<file path="config.mk">
export PLATFORM = sky130hd
export DESIGN_NAME = clk_div_multi
export DESIGN_NICKNAME = d
export VERILOG_FILES = /design/src/rtl/clk_div_pkg.sv /design/src/rtl/clk_div_channel.sv /design/src/rtl/clk_div_multi.sv
export SDC_FILE = /design/constraint.sdc
export NUM_CORES = 1
export LEC_CHECK = 0
export ABC_AREA = 1
export CAP_MARGIN = 5
export CORE_MARGIN = 2
export CORE_UTILIZATION = 40
export DETAILED_ROUTE_END_ITERATION = 6
export PLACE_DENSITY = 0.62
export SLEW_MARGIN = 20
export SYNTH_ARGS = -nofsm -noshare
export SYNTH_HDL_FRONTEND = slang
export SYNTH_SLANG_ARGS = --single-unit
export TNS_END_PERCENT = 1
</file>
<file path="constraint.sdc">
create_clock -name clk_in -period 2.9 [get_ports clk_in]
set_input_delay 0.29 -clock clk_in [delete_from_list [all_inputs] [get_ports clk_in]]
set_output_delay 0.29 -clock clk_in [all_outputs]
set_load 0.01 [all_outputs]
</file>
<file path="src/rtl/clk_div_pkg.sv">
// Shared constants and helpers for the multi-channel clock divider.
// Latency: n/a (package only).
// Backpressure: n/a (package only).
package clk_div_pkg;

    // Default divisor/counter width and reset half-period divisor
    localparam int DIV_W_DEFAULT   = 19;
    localparam int DEF_DIV_DEFAULT = 250000;
    localparam int NCH_DEFAULT     = 4;

    // Width needed to index n items, never less than one bit
    function automatic int clog2_min1(input int n);
        int w;
        w = 1;
        for (int i = 1; i < 31; i++) begin
            if ((1 << i) < n) begin
                w = i + 1;
            end
        end
        return w;
    endfunction

endpackage

</file>
<file path="src/rtl/clk_div_channel.sv">
// One divider channel: half-period counter, active/shadow divisor, divided clock and tick.
// Latency: outputs registered; first toggle D cycles after enable, sync/disable take effect next edge.
// Backpressure: none; free-running, divisor writes are always accepted into the shadow.
module clk_div_channel
    import clk_div_pkg::*;
#(
    parameter int DIV_W   = DIV_W_DEFAULT,
    parameter int DEF_DIV = DEF_DIV_DEFAULT
) (
    input  logic             clk_in,
    input  logic             reset_n,
    input  logic             i_en,
    input  logic             i_sync,
    input  logic             i_wr,
    input  logic [DIV_W-1:0] i_wdata,
    output logic             o_clk,
    output logic             o_tick,
    output logic             o_pend
);

    localparam logic [DIV_W-1:0] DEF_VAL = DIV_W'(DEF_DIV);

    logic [DIV_W-1:0] r_count;
    logic [DIV_W-1:0] r_active;
    logic [DIV_W-1:0] r_shadow;
    logic             r_clk;
    logic             r_tick;
    logic             r_pend;

    logic [DIV_W-1:0] w_last;
    logic             w_term;

    // A zero divisor behaves as one, so the terminal value never underflows
    assign w_last = (r_active == '0) ? '0 : (r_active - DIV_W'(1));
    // Active only changes at terminal count, so count never passes w_last
    assign w_term = (r_count == w_last);

    // Channel state: sync beats disable beats terminal count beats increment
    always_ff @(posedge clk_in or negedge reset_n) begin
        if (!reset_n) begin
            r_count  <= '0;
            r_active <= DEF_VAL;
            r_shadow <= DEF_VAL;
            r_clk    <= 1'b0;
            r_tick   <= 1'b0;
            r_pend   <= 1'b0;
        end else if (i_sync) begin
            // Restart in phase; a write landing on the same edge is taken as the new divisor
            r_count <= '0;
            r_clk   <= 1'b0;
            r_tick  <= 1'b0;
            r_pend  <= 1'b0;
            if (i_wr) begin
                r_active <= i_wdata;
                r_shadow <= i_wdata;
            end else if (r_pend) begin
                r_active <= r_shadow;
            end
        end else if (!i_en) begin
            // Idle channel: hold low, apply a pending divisor one cycle after it was written
            r_count <= '0;
            r_clk   <= 1'b0;
            r_tick  <= 1'b0;
            if (i_wr) begin
                r_shadow <= i_wdata;
                r_pend   <= 1'b1;
            end else if (r_pend) begin
                r_active <= r_shadow;
                r_pend   <= 1'b0;
            end
        end else if (w_term) begin
            // Period boundary: toggle, strobe, and switch divisor without a runt half-period
            r_count <= '0;
            r_clk   <= ~r_clk;
            r_tick  <= 1'b1;
            r_pend  <= 1'b0;
            if (i_wr) begin
                r_active <= i_wdata;
                r_shadow <= i_wdata;
            end else begin
                r_active <= r_shadow;
            end
        end else begin
            r_count <= r_count + DIV_W'(1);
            r_tick  <= 1'b0;
            if (i_wr) begin
                r_shadow <= i_wdata;
                r_pend   <= 1'b1;
            end
        end
    end

    assign o_clk  = r_clk;
    assign o_tick = r_tick;
    assign o_pend = r_pend;

endmodule

</file>
<file path="src/rtl/clk_div_multi.sv">
// N-channel programmable clock divider with per-channel tick strobes and global phase sync.
// Latency: all outputs registered; config write visible on cfg_pend one edge later.
// Backpressure: none; writes to out-of-range channels are silently dropped.
module clk_div_multi
    import clk_div_pkg::*;
#(
    parameter int NCH     = NCH_DEFAULT,
    parameter int DIV_W   = DIV_W_DEFAULT,
    parameter int DEF_DIV = DEF_DIV_DEFAULT
) (
    input  logic                        clk_in,
    input  logic                        reset_n,
    input  logic [NCH-1:0]              ch_en,
    input  logic                        sync_all,
    input  logic                        cfg_wr,
    input  logic [clog2_min1(NCH)-1:0]  cfg_ch,
    input  logic [DIV_W-1:0]            cfg_div,
    output logic [NCH-1:0]              clk_out,
    output logic [NCH-1:0]              tick,
    output logic [NCH-1:0]              cfg_pend
);

    localparam int CH_W = clog2_min1(NCH);

    logic [NCH-1:0] w_wr;

    for (genvar g = 0; g < NCH; g++) begin : g_ch
        // Channel select decode; indices at or above NCH match no channel
        assign w_wr[g] = cfg_wr && (cfg_ch == CH_W'(g));

        clk_div_channel #(
            .DIV_W   (DIV_W),
            .DEF_DIV (DEF_DIV)
        ) u_ch (
            .clk_in  (clk_in),
            .reset_n (reset_n),
            .i_en    (ch_en[g]),
            .i_sync  (sync_all),
            .i_wr    (w_wr[g]),
            .i_wdata (cfg_div),
            .o_clk   (clk_out[g]),
            .o_tick  (tick[g]),
            .o_pend  (cfg_pend[g])
        );
    end

endmodule

</file>
==> run metrics, run 1 <==
Worst R2R Path Depth 18; clock tree buffer depth 3; Area growth syn-to-layout 14.4%; Chip Height about 200 um; layout cells sized above 1 under 10%; worst path arrival time between 3 and 4 ns; RSZ-0062 raised after global routing yes; Seq/Total Area, Yosys a little under 40%; final WL approximately 46 mm; DP HPWL 32.4 mm; CP Launch Point g_ch[1].u_ch.r_active[0]; Cell Pwr Density roughly 640 nW/um^2; pin count of the biggest net entering global routing 76; final worst setup slack approximately 0.25 ns; nets@finish 2417; YS warnings 0; total global-route track usage ~22%; Int Pwr approximately 7.6 mW; max incr delay on CP 0.40 ns; worst setup path category flip-flop to flip-flop; critical path endpoint category flip-flop; vias in the first global route between 10000 and 15000; critical path fanouts, max 20; global-route wire length before repair around 76 mm; CTS buffer count 30; Die W slightly above 200 um; Fin. Hold Viols 0; fill cell count ~3900; #FFs+latches synth 240; initial antenna violation count 0; CTS sink count 240; Final ANT Viol Nets 0; net switching power between 3 and 4 mW; RR Startpoint g_ch[1].u_ch.r_active[0]; Detailed Routing Iterations Pass 1 5; Via Count about 16000; most frequent CP cell nand2_1; Max H-tree Level 1; sequential power share a little under two fifths; worst-case clock skew approximately 0.041 ns; Area after DPL around 17000 sq um; DIE AREA roughly 41000 sq um; DRC Markers 0; CTS tree built; Top delay family on crit path simple AND/OR/NAND/NOR gates; normalized max-slew margin a little under three fifths; worst reg2reg endpoint g_ch[1].u_ch.r_active[6]; Tcrit/Tclk final 91.3%; Design Area, Final between 15000 and 20000 sq um; diode count 0; Syn Nets approximately 2400; Max-cap violations 0; gr ovfl total 0; crit path buf inv count 4; Worst-path clk slew 0.06 ns; core box area approximately 39000 sq um; Place WS around 0.045 ns; Static Leak around 8.3 nW; I/O Buffers 40; Clk pwr share approximately a third; status complete, no violations; Min-Delay Path Class input port to asynchronous set/reset pin; later-pin clock latency in the skew report roughly 0.6 ns; Mapped Cells between 2000 and 2500; root buf cell clkbuf_16; most common cell after layout, fill and taps aside nand2_1; Achievable Freq 378 MHz; cells along the critical path inv_2 -> ha_1 -> nand2_1 -> nor2_4 -> buf_4 -> nand2_1 -> nand2_1 -> nand3_1 -> nand2_1 -> nand2_1 -> inv_1 -> nand2_1 -> nor2_1 -> nand3_1 -> nand2_2 -> buf_6 -> nand3_1 -> nand2_1; Max Slew Vio Count 0; initial core utilization roughly two fifths; synthesized area between 15000 and 20000 sq um; routed length per instance 15.7 um; worst IR drop on VDD roughly 0.49 mV; GP Congestion about 0.9; IO Pins between 40 and 50; # setup viols final 0; r2r setup slk around 0.25 ns; DR iter-0 viols around 1200; Slew @ Worst Pin between 0.6 and 0.7 ns; num rows 72; Via density 5.31; Logic pwr share around 28%; Sw Share 34.3%; type of origin of the critical path flip-flop; Mean Syn Cell Area just under 7 sq um; commonest non-fill, non-tap cells in the layout 834 x nand2_1, 249 x inv_1, 244 x nor2_1; Tmin final ~2.6 ns; Slowest-stage cell, CP dfrtp_1; Worst Path Required around 3.4 ns; Cell variety after synth 40
==> cell type report <==
cell class	instances	area (sq um)	area share (%)
clock inverters	11	191	1.06
repair buffers	106	1010	5.60
flip-flops and latches	240	6080	33.7
inverters	252	946	5.24
well taps	518	648	3.59
multi-input cells	1750	8280	45.9
clock buffers	45	887	4.92
==> sequential cells by signal, indices dropped and copies added, names as in the netlist <==
| register | count |
|---|---|
| g_ch.u_ch.o_clk | 4 |
| g_ch.u_ch.r_active | 76 |
| g_ch.u_ch.r_count | 76 |
| g_ch.u_ch.o_tick | 4 |
| g_ch.u_ch.r_shadow | 76 |
| g_ch.u_ch.o_pend | 4 |
==> metal layers <==
metal / routed length, um / part of all wire [%] / vias up / global-route usage [%]
li1: - / - / 7654 / -
met1: 21600 / 47 / 7388 / 31.3
met2: 20600 / 45 / 394 / 36.7
met3: 2460 / 5.4 / 86 / 2.74
met4: 1130 / 2.5 / 0 / 6.73
met5: 0 / 0 / - / 0
==> per-stage QoR <==
stage               setup TNS [ns]  hold WS, ns  cells  power (mW)  util [%]
floorplan                        0     -0.00559   2342        6.51         -
global placement                 0        0.205   2858        7.40      43.5
detailed placement               0        0.208   2858        7.47      43.5
CTS                              0        0.186   2915        11.6      46.3
global route                -0.592        0.215   2922        12.3      46.6
finish                           0        0.178   2922        11.5      46.6
==> cells in the mapped netlist (all sizes together) <==
| master | count | area share (%) |
|---|---|---|
| nand2 | 842 | 20 |
| o21ai | 162 | 5.1 |
| clkbuf | 54 | 1.3 |
| clkinv | 1 | 0.024 |
| and3 | 2 | 0.079 |
| nor4 | 8 | 0.32 |
| a21o | 1 | 0.048 |
| nand3b | 12 | 0.65 |
| nor2 | 254 | 6.3 |
| o21bai | 5 | 0.24 |
| dfstp | 56 | 9.3 |
| a21oi | 11 | 0.35 |
| o31ai | 1 | 0.048 |
| nand3 | 225 | 7.4 |
| nand4 | 43 | 1.7 |
| nor3 | 31 | 0.98 |
| nor3b | 3 | 0.14 |
| xor2 | 52 | 2.9 |
| or2 | 1 | 0.040 |
| ha | 8 | 0.64 |
| inv | 251 | 6.0 |
| buf | 49 | 2.2 |
| a31oi | 2 | 0.079 |
| mux2i | 1 | 0.064 |
| o221ai | 76 | 4.2 |
| xnor2 | 5 | 0.28 |
| dfrtp | 184 | 29 |
| a21boi | 2 | 0.095 |
==> worst register-to-register path: cells and delay by family, from the launching register on <==
family,cells,cell delay (ns)
simple gates,13,1.40
buf+inv,4,0.58
fa+ha+maj,1,0.20
flops,1,0.40
==> worst max path at each step <==
stage                           endpoint  slack (ns)  cells after the start
2_1_floorplan  g_ch[2].u_ch.r_active[13]        0.56                     18
3_3_place_gp   g_ch[0].u_ch.r_active[16]        0.14                     17
3_5_place_dp    g_ch[0].u_ch.r_active[5]        0.04                     17
4_1_cts         g_ch[0].u_ch.r_active[5]        0.02                     17
5_1_grt         g_ch[2].u_ch.r_active[0]       -0.05                     17
6_report        g_ch[1].u_ch.r_active[6]        0.25                     18
==> kinds of logic after synthesis <==
kind of cell | share of synthesized area [%]
fa+ha+maj | 0.635
simple gates | 37.9
compound gates | 10.2
mux | 0.0635
flops | 38.5
xor+xnor | 3.17
buf+inv | 9.44
==> power groups by stage <==
| stage | Clock [mW] | Sequential [mW] | Combinational, mW |
|---|---|---|---|
| after global placement | 0 | 4.32 | 3.08 |
| after CTS | 4.13 | 4.28 | 3.16 |
| final | 4.05 | 4.28 | 3.22 |
| after detailed placement | 0 | 4.33 | 3.14 |
| after floorplan | 0 | 4.19 | 2.32 |
| after global routing | 4.30 | 4.34 | 3.70 |
==> repair_timing <==
action | CTS | global route
resized for setup | 0 | 11
endpoints found under the hold margin | 40 | 0
hold buffers | 1 | 0
setup endpoints to repair | 0 | 148
setup buffers | 0 | 4
Power figures use the tool's default switching activity.
==> inputs of run 2 (changes only) <==
- CTS_CLUSTER_DIAMETER: unset -> 50
- GPL_TIMING_DRIVEN: unset -> 0
==> run metrics, run 2 (synthesis results as in run 1) <==
Max H-tree Level 2 (was 1); max incr delay on CP 0.40 ns (about the same); met2 WL 21.2 mm (was 20.6 mm); CTS tree built (unchanged); most common cell after layout, fill and taps aside nand2_1 (unchanged); vias in the first global route 15100 (was 14900); total global-route track usage 23.2% (was 22.5%); type of origin of the critical path flip-flop (unchanged); Cell Pwr Density 642 nW/um^2 (was 640 nW/um^2); status complete, no violations (unchanged); # setup viols final 0 (unchanged); Achievable Freq 372 MHz (was 378 MHz); critical path endpoint category flip-flop (unchanged); Area growth syn-to-layout 15.5% (was 14.4%); Die W 203 um (unchanged); Worst Hold Margin 0.289 ns (was 0.178 ns); critical path fanouts, max 10 (was 20); Tot Pwr 11.7 mW (was 11.5 mW); normalized max-slew margin 46.0% (was 57.3%); initial core utilization 40.7% (unchanged); Detailed Routing Iterations Pass 1 5 (unchanged); met3 wire length 3.08 mm (was 2.46 mm); Highest Signal Layer met4 (unchanged); initial antenna violation count 0 (unchanged); Via density 5.35 (was 5.31); Final ANT Viol Nets 0 (unchanged); Slew @ Worst Pin 0.804 ns (was 0.638 ns); num rows 72 (unchanged); pin count of the biggest net entering global routing 92 (was 76); cells along the critical path inv_2 -> ha_1 -> nand2_2 -> nor2_4 -> nand3_4 -> clkbuf_4 -> nand4_1 -> nand2_1 -> nor2_1 -> nand2_1 -> nor2_1 -> nand3_1 -> nand2_2 -> buf_6 -> buf_6 -> nor2_1 (was inv_2 -> ha_1 -> nand2_1 -> nor2_4 -> buf_4 -> nand2_1 -> nand2_1 -> nand3_1 -> nand2_1 -> nand2_1 -> inv_1 -> nand2_1 -> nor2_1 -> nand3_1 -> nand2_2 -> buf_6 -> nand3_1 -> nand2_1); commonest non-fill, non-tap cells in the layout 831 x nand2_1, 246 x inv_1, 238 x nor2_1 (was 834 x nand2_1, 249 x inv_1, 244 x nor2_1); diode count 0 (unchanged); worst path arrival time 3.11 ns (was 3.15 ns); I/O Buffers 39 (was 40); worst IR drop on VDD 0.487 mV (was 0.489 mV); Setup TNS 0 ns (unchanged); Max Slew Vio Count 0 (unchanged); biggest regs g_ch.u_ch.r_active x76, g_ch.u_ch.r_count x76, g_ch.u_ch.r_shadow x76 (unchanged); Top delay family on crit path simple AND/OR/NAND/NOR gates (unchanged); CTS sink count 240 (unchanged); DR iter-0 viols 1107 (was 1241); DP HPWL 34.0 mm (was 32.4 mm); clock tree buffer depth 3 (unchanged); Tcrit/Tclk final 92.8% (was 91.3%); most frequent CP cell nor2_1 (was nand2_1); nets@finish 2474 (was 2417); Min-Delay Path Class input port to asynchronous set/reset pin (unchanged); Max-cap violations 0 (unchanged); DRT met1 WL 21.6 mm (about the same); Worst-path clk slew 0.05 ns (was 0.06 ns); global-route wire length before repair 77.3 mm (was 76.0 mm); core box area 38700 sq um (unchanged); DIE AREA 41000 sq um (unchanged); routed length per instance 15.8 um (was 15.7 um); gr ovfl total 0 (unchanged); IO Pins 41 (unchanged); worst-case clock skew 0.0157 ns (was 0.0414 ns); DRC Markers 0 (unchanged); later-pin clock latency in the skew report 0.55 ns (was 0.60 ns); Slowest-stage cell, CP dfrtp_1 (unchanged); Worst Path Required 3.32 ns (was 3.40 ns); Via Count 16000 (was 15500); Tmin final 2.69 ns (was 2.65 ns); GP Congestion 0.899 (was 0.900); crit path buf inv count 4 (unchanged); Chip Height 203 um (unchanged); worst setup path category flip-flop to flip-flop (unchanged); final WL 47.2 mm (was 45.9 mm); Fin. Hold Viols 0 (unchanged); root buf cell clkbuf_16 (unchanged); Static Leak 8.28 nW (was 8.27 nW); CTS buffer count 36 (was 30); utilization after layout 47.0% (was 46.6%); layout cells sized above 1 8.73% (was 8.49%); fill cell count 3966 (was 3919)
## run 2: power breakdown
part / total [mW] / internal, mW / switching [mW]
Sequential: 4.32 / 3.88 / 0.441
Clock: 4.22 / 2.59 / 1.63
Combinational: 3.15 / 1.14 / 2.01
Total: 11.7 / 7.60 / 4.08
## run 2: path summary, 6_finish.rpt
path | startpoint | endpoint | slack (ns) | cells past startpoint
max | g_ch[1].u_ch.r_active[0] | g_ch[1].u_ch.r_count[12] | 0.21 | 16
min | reset_n | g_ch[3].u_ch.r_count[5] | 0.29 | 2
max reg2reg | g_ch[1].u_ch.r_active[0] | g_ch[1].u_ch.r_count[12] | 0.21 | 16
min reg2reg | g_ch[3].u_ch.r_active[1] | g_ch[3].u_ch.r_active[1] | 0.47 | 2
max in group asynchronous | reset_n | g_ch[1].u_ch.r_active[12] | 1.32 | 4
min in group clk_in | g_ch[3].u_ch.r_active[1] | g_ch[3].u_ch.r_active[1] | 0.47 | 2
## run 2: worst register-to-register path, cell delays in order (launching register included)
cell      delay (ns)
dfrtp_1         0.40
inv_2           0.10
ha_1            0.23
nand2_2         0.13
nor2_4          0.22
nand3_4         0.17
clkbuf_4        0.23
nand4_1         0.11
nand2_1         0.11
nor2_1          0.12
nand2_1         0.05
nor2_1          0.08
nand3_1         0.11
nand2_2         0.14
buf_6           0.17
buf_6           0.16
nor2_1          0.05
## run 2: area by class of cell
type	count	area (sq um)	share of cell area, %
tap	518	648	3.56
buffer	103	557	3.06
clock buffer	51	1040	5.71
multi-input combinational	1748	8260	45.4
timing repair buffer	56	566	3.11
inverter	252	946	5.20
sequential	240	6080	33.4
clock inverter	13	113	0.619
## run 2: repair_timing
action	in CTS	in global routing
hold buffers	1	0
resized for setup	1	25
hold endpoints to repair	48	0
setup buffers	0	14
cloned	0	1
pin swaps	0	5
endpoints found under the setup margin	3	161
## run 2: metal layers
metal	GRT usage (%)	vias up
met3	3.74	87
met4	7.90	0
met1	31.9	7641
met2	37.2	455
li1	-	7778
met5	0	-
## run 2: metrics by stage
step,worst slack (ns),std cells,area (sq um)
5_1_grt,-0.00573,2981,18200
3_3_place_gp,-9.19,2899,16800
2_1_floorplan,0.560,2342,15800
3_5_place_dp,-0.173,2901,16900
4_1_cts,0.00847,2966,18000
6_report,0.209,2981,18200
==> inputs of run 3 (changes only) <==
- CTS_BUF_LIST: unset -> sky130_fd_sc_hd__clkbuf_16
==> run metrics, run 3 (synthesis results as in run 1) <==
register area 6080 sq um (unchanged); most common cell after layout, fill and taps aside nand2_1 (unchanged); Static Leak 8.28 nW (about the same); # setup viols final 0 (unchanged); Cell Pwr Density 634 nW/um^2 (was 642 nW/um^2); Worst-path clk slew 0.05 ns (about the same); routed length per instance 15.8 um (about the same); Via density 5.34 (was 5.35); nets@finish 2474 (unchanged); initial core utilization 40.7% (unchanged); initial antenna violation count 0 (unchanged); later-pin clock latency in the skew report 0.54 ns (was 0.55 ns); Fin. Hold Viols 0 (unchanged); pin count of the biggest net entering global routing 92 (unchanged); core box area 38700 sq um (unchanged); Via Count 15900 (was 16000); clock tree buffer depth 3 (unchanged); critical path fanouts, max 10 (unchanged); DR iter-0 viols 1136 (was 1107); Final ANT Viol Nets 0 (unchanged); critical path endpoint category flip-flop (unchanged); Chip Height 203 um (unchanged); global-route wire length before repair 77.3 mm (about the same); final WL 47.1 mm (was 47.2 mm); GP Congestion 0.899 (unchanged); DRC Markers 0 (unchanged); root buf cell clkbuf_16 (unchanged); layout cells sized above 1 8.49% (was 8.73%); area of the multi-input gates 8260 sq um (unchanged); Min-Delay Path Class input port to asynchronous set/reset pin (unchanged); Tcrit/Tclk final 93.0% (was 92.8%); RSZ-0062 raised after global routing yes; normalized max-slew margin 46.0% (about the same); worst IR drop on VDD 0.489 mV (was 0.487 mV); Worst Path Required 3.33 ns (was 3.32 ns); biggest regs g_ch.u_ch.r_active x76, g_ch.u_ch.r_count x76, g_ch.u_ch.r_shadow x76 (unchanged); worst setup path category flip-flop to flip-flop (unchanged); Max H-tree Level 2 (unchanged); worst path arrival time 3.13 ns (was 3.11 ns); final worst setup slack 0.204 ns (was 0.209 ns); Max Slew Vio Count 0 (unchanged); CTS tree built (unchanged); Achievable Freq 371 MHz (was 372 MHz); total global-route track usage 23.2% (about the same); diode count 0 (unchanged); vias in the first global route 15100 (about the same); worst reg2reg endpoint g_ch[1].u_ch.r_active[8] (was g_ch[1].u_ch.r_count[12]); CTS sink count 240 (unchanged); Die W 203 um (unchanged); r2r setup slk 0.20 ns (was 0.21 ns); num rows 72 (unchanged); I/O Buffers 39 (unchanged); IO Pins 41 (unchanged); Worst R2R Path Depth 17 (was 16); fill cell count 3972 (was 3966); status complete, no violations (unchanged); CTS buffer count 36 (unchanged); Max-cap violations 0 (unchanged); Area growth syn-to-layout 15.1% (was 15.5%); Place WS -0.173 ns (unchanged); worst-case clock skew 0.0143 ns (was 0.0157 ns); DIE AREA 41000 sq um (unchanged); commonest non-fill, non-tap cells in the layout 831 x nand2_1, 254 x inv_1, 238 x nor2_1 (was 831 x nand2_1, 246 x inv_1, 238 x nor2_1); Detailed Routing Iterations Pass 1 6 (was 5); DP HPWL 34.0 mm (unchanged); Tmin final 2.70 ns (was 2.69 ns); gr ovfl total 0 (unchanged); type of origin of the critical path flip-flop (unchanged); utilization after layout 46.8% (was 47.0%); RR Startpoint g_ch[1].u_ch.r_active[0] (unchanged); Slew @ Worst Pin 0.804 ns (about the same)
==> run 3: cell types whose count changed in the layout (fill, tap and decap cells not counted) <==
cell,previous run,this run
clkbuf_1,62,54
clkbuf_8,6,0
clkinv_1,1,7
inv_1,246,254
==> run 3: stage by stage <==
| stage | total power [mW] | instances | TNS, ns | hold slack (ns) | instance area [sq um] |
|---|---|---|---|---|---|
| final | 11.5 | 2981 | 0 | 0.290 | 18100 |
| after global routing | 12.3 | 2981 | -0.0268 | 0.343 | 18100 |
| after CTS | 11.5 | 2966 | 0 | 0.304 | 18000 |
| after detailed placement | 7.39 | 2901 | -1.35 | 0.261 | 16900 |
| after global placement | 7.32 | 2899 | -2014.54 | 0.455 | 16800 |
| after floorplan | 6.51 | 2342 | 0 | -0.00559 | 15800 |
==> run 3: per-layer routing <==
metal / share of wire (%) / track usage (%) / vias to the layer above
met5: 0 / 0 / -
met4: 2.8 / 8.00 / 0
met3: 6.5 / 3.64 / 88
met2: 45 / 37.2 / 440
met1: 46 / 31.9 / 7604
li1: - / - / 7774
==> run 3: worst max path at each step <==
stage	startpoint	slack [ns]	end	cells after the start
3_3_place_gp	reset_n	-9.19	g_ch[0].u_ch.r_count[14]	1
4_1_cts	g_ch[3].u_ch.r_active[0]	0.008	g_ch[3].u_ch.r_active[13]	17
6_report	g_ch[1].u_ch.r_active[0]	0.20	g_ch[1].u_ch.r_active[8]	17
3_5_place_dp	cfg_ch[1]	-0.17	g_ch[3].u_ch.r_active[10]	9
5_1_grt	g_ch[0].u_ch.r_active[0]	-0.02	g_ch[0].u_ch.r_active[10]	19
2_1_floorplan	g_ch[2].u_ch.r_active[0]	0.56	g_ch[2].u_ch.r_active[13]	18
==> run 3: timing repair <==
action	CTS	global route
gates resized for setup	1	25
setup endpoints to repair	3	161
hold endpoints to repair	48	0
gates cloned	0	1
hold buffers	1	0
pin swaps	0	6
buffers inserted	0	14
==> run 3: worst max-delay path: stages, from the launching register on <==
cell      delay, ns
dfrtp_1        0.40
inv_2          0.10
ha_1           0.23
nand2_2        0.13
nor2_4         0.22
nand3_4        0.16
clkbuf_4       0.23
nand4_1        0.10
nand2_1        0.12
nor2_1         0.12
nand2_1        0.05
nor2_1         0.08
nand3_1        0.11
nand2_2        0.14
nand2_4        0.12
buf_6          0.17
nand2_1        0.06
nand2_1        0.05
==> run 3: power breakdown <==
group | switching, mW | internal (mW)
Clock | 1.63 | 2.40
Combinational | 2.01 | 1.14
Sequential | 0.438 | 3.88
Total | 4.08 | 7.41
==> run 3: layout make-up <==
| class | count | share of cell area [%] |
|---|---|---|
| sequential | 240 | 33.5 |
| inverter | 252 | 5.21 |
| clock inverter | 27 | 0.910 |
| timing repair buffer | 56 | 3.12 |
| clock buffer | 37 | 5.10 |
| buffer | 103 | 3.07 |
| multi-input combinational | 1748 | 45.5 |
| tap | 518 | 3.57 |
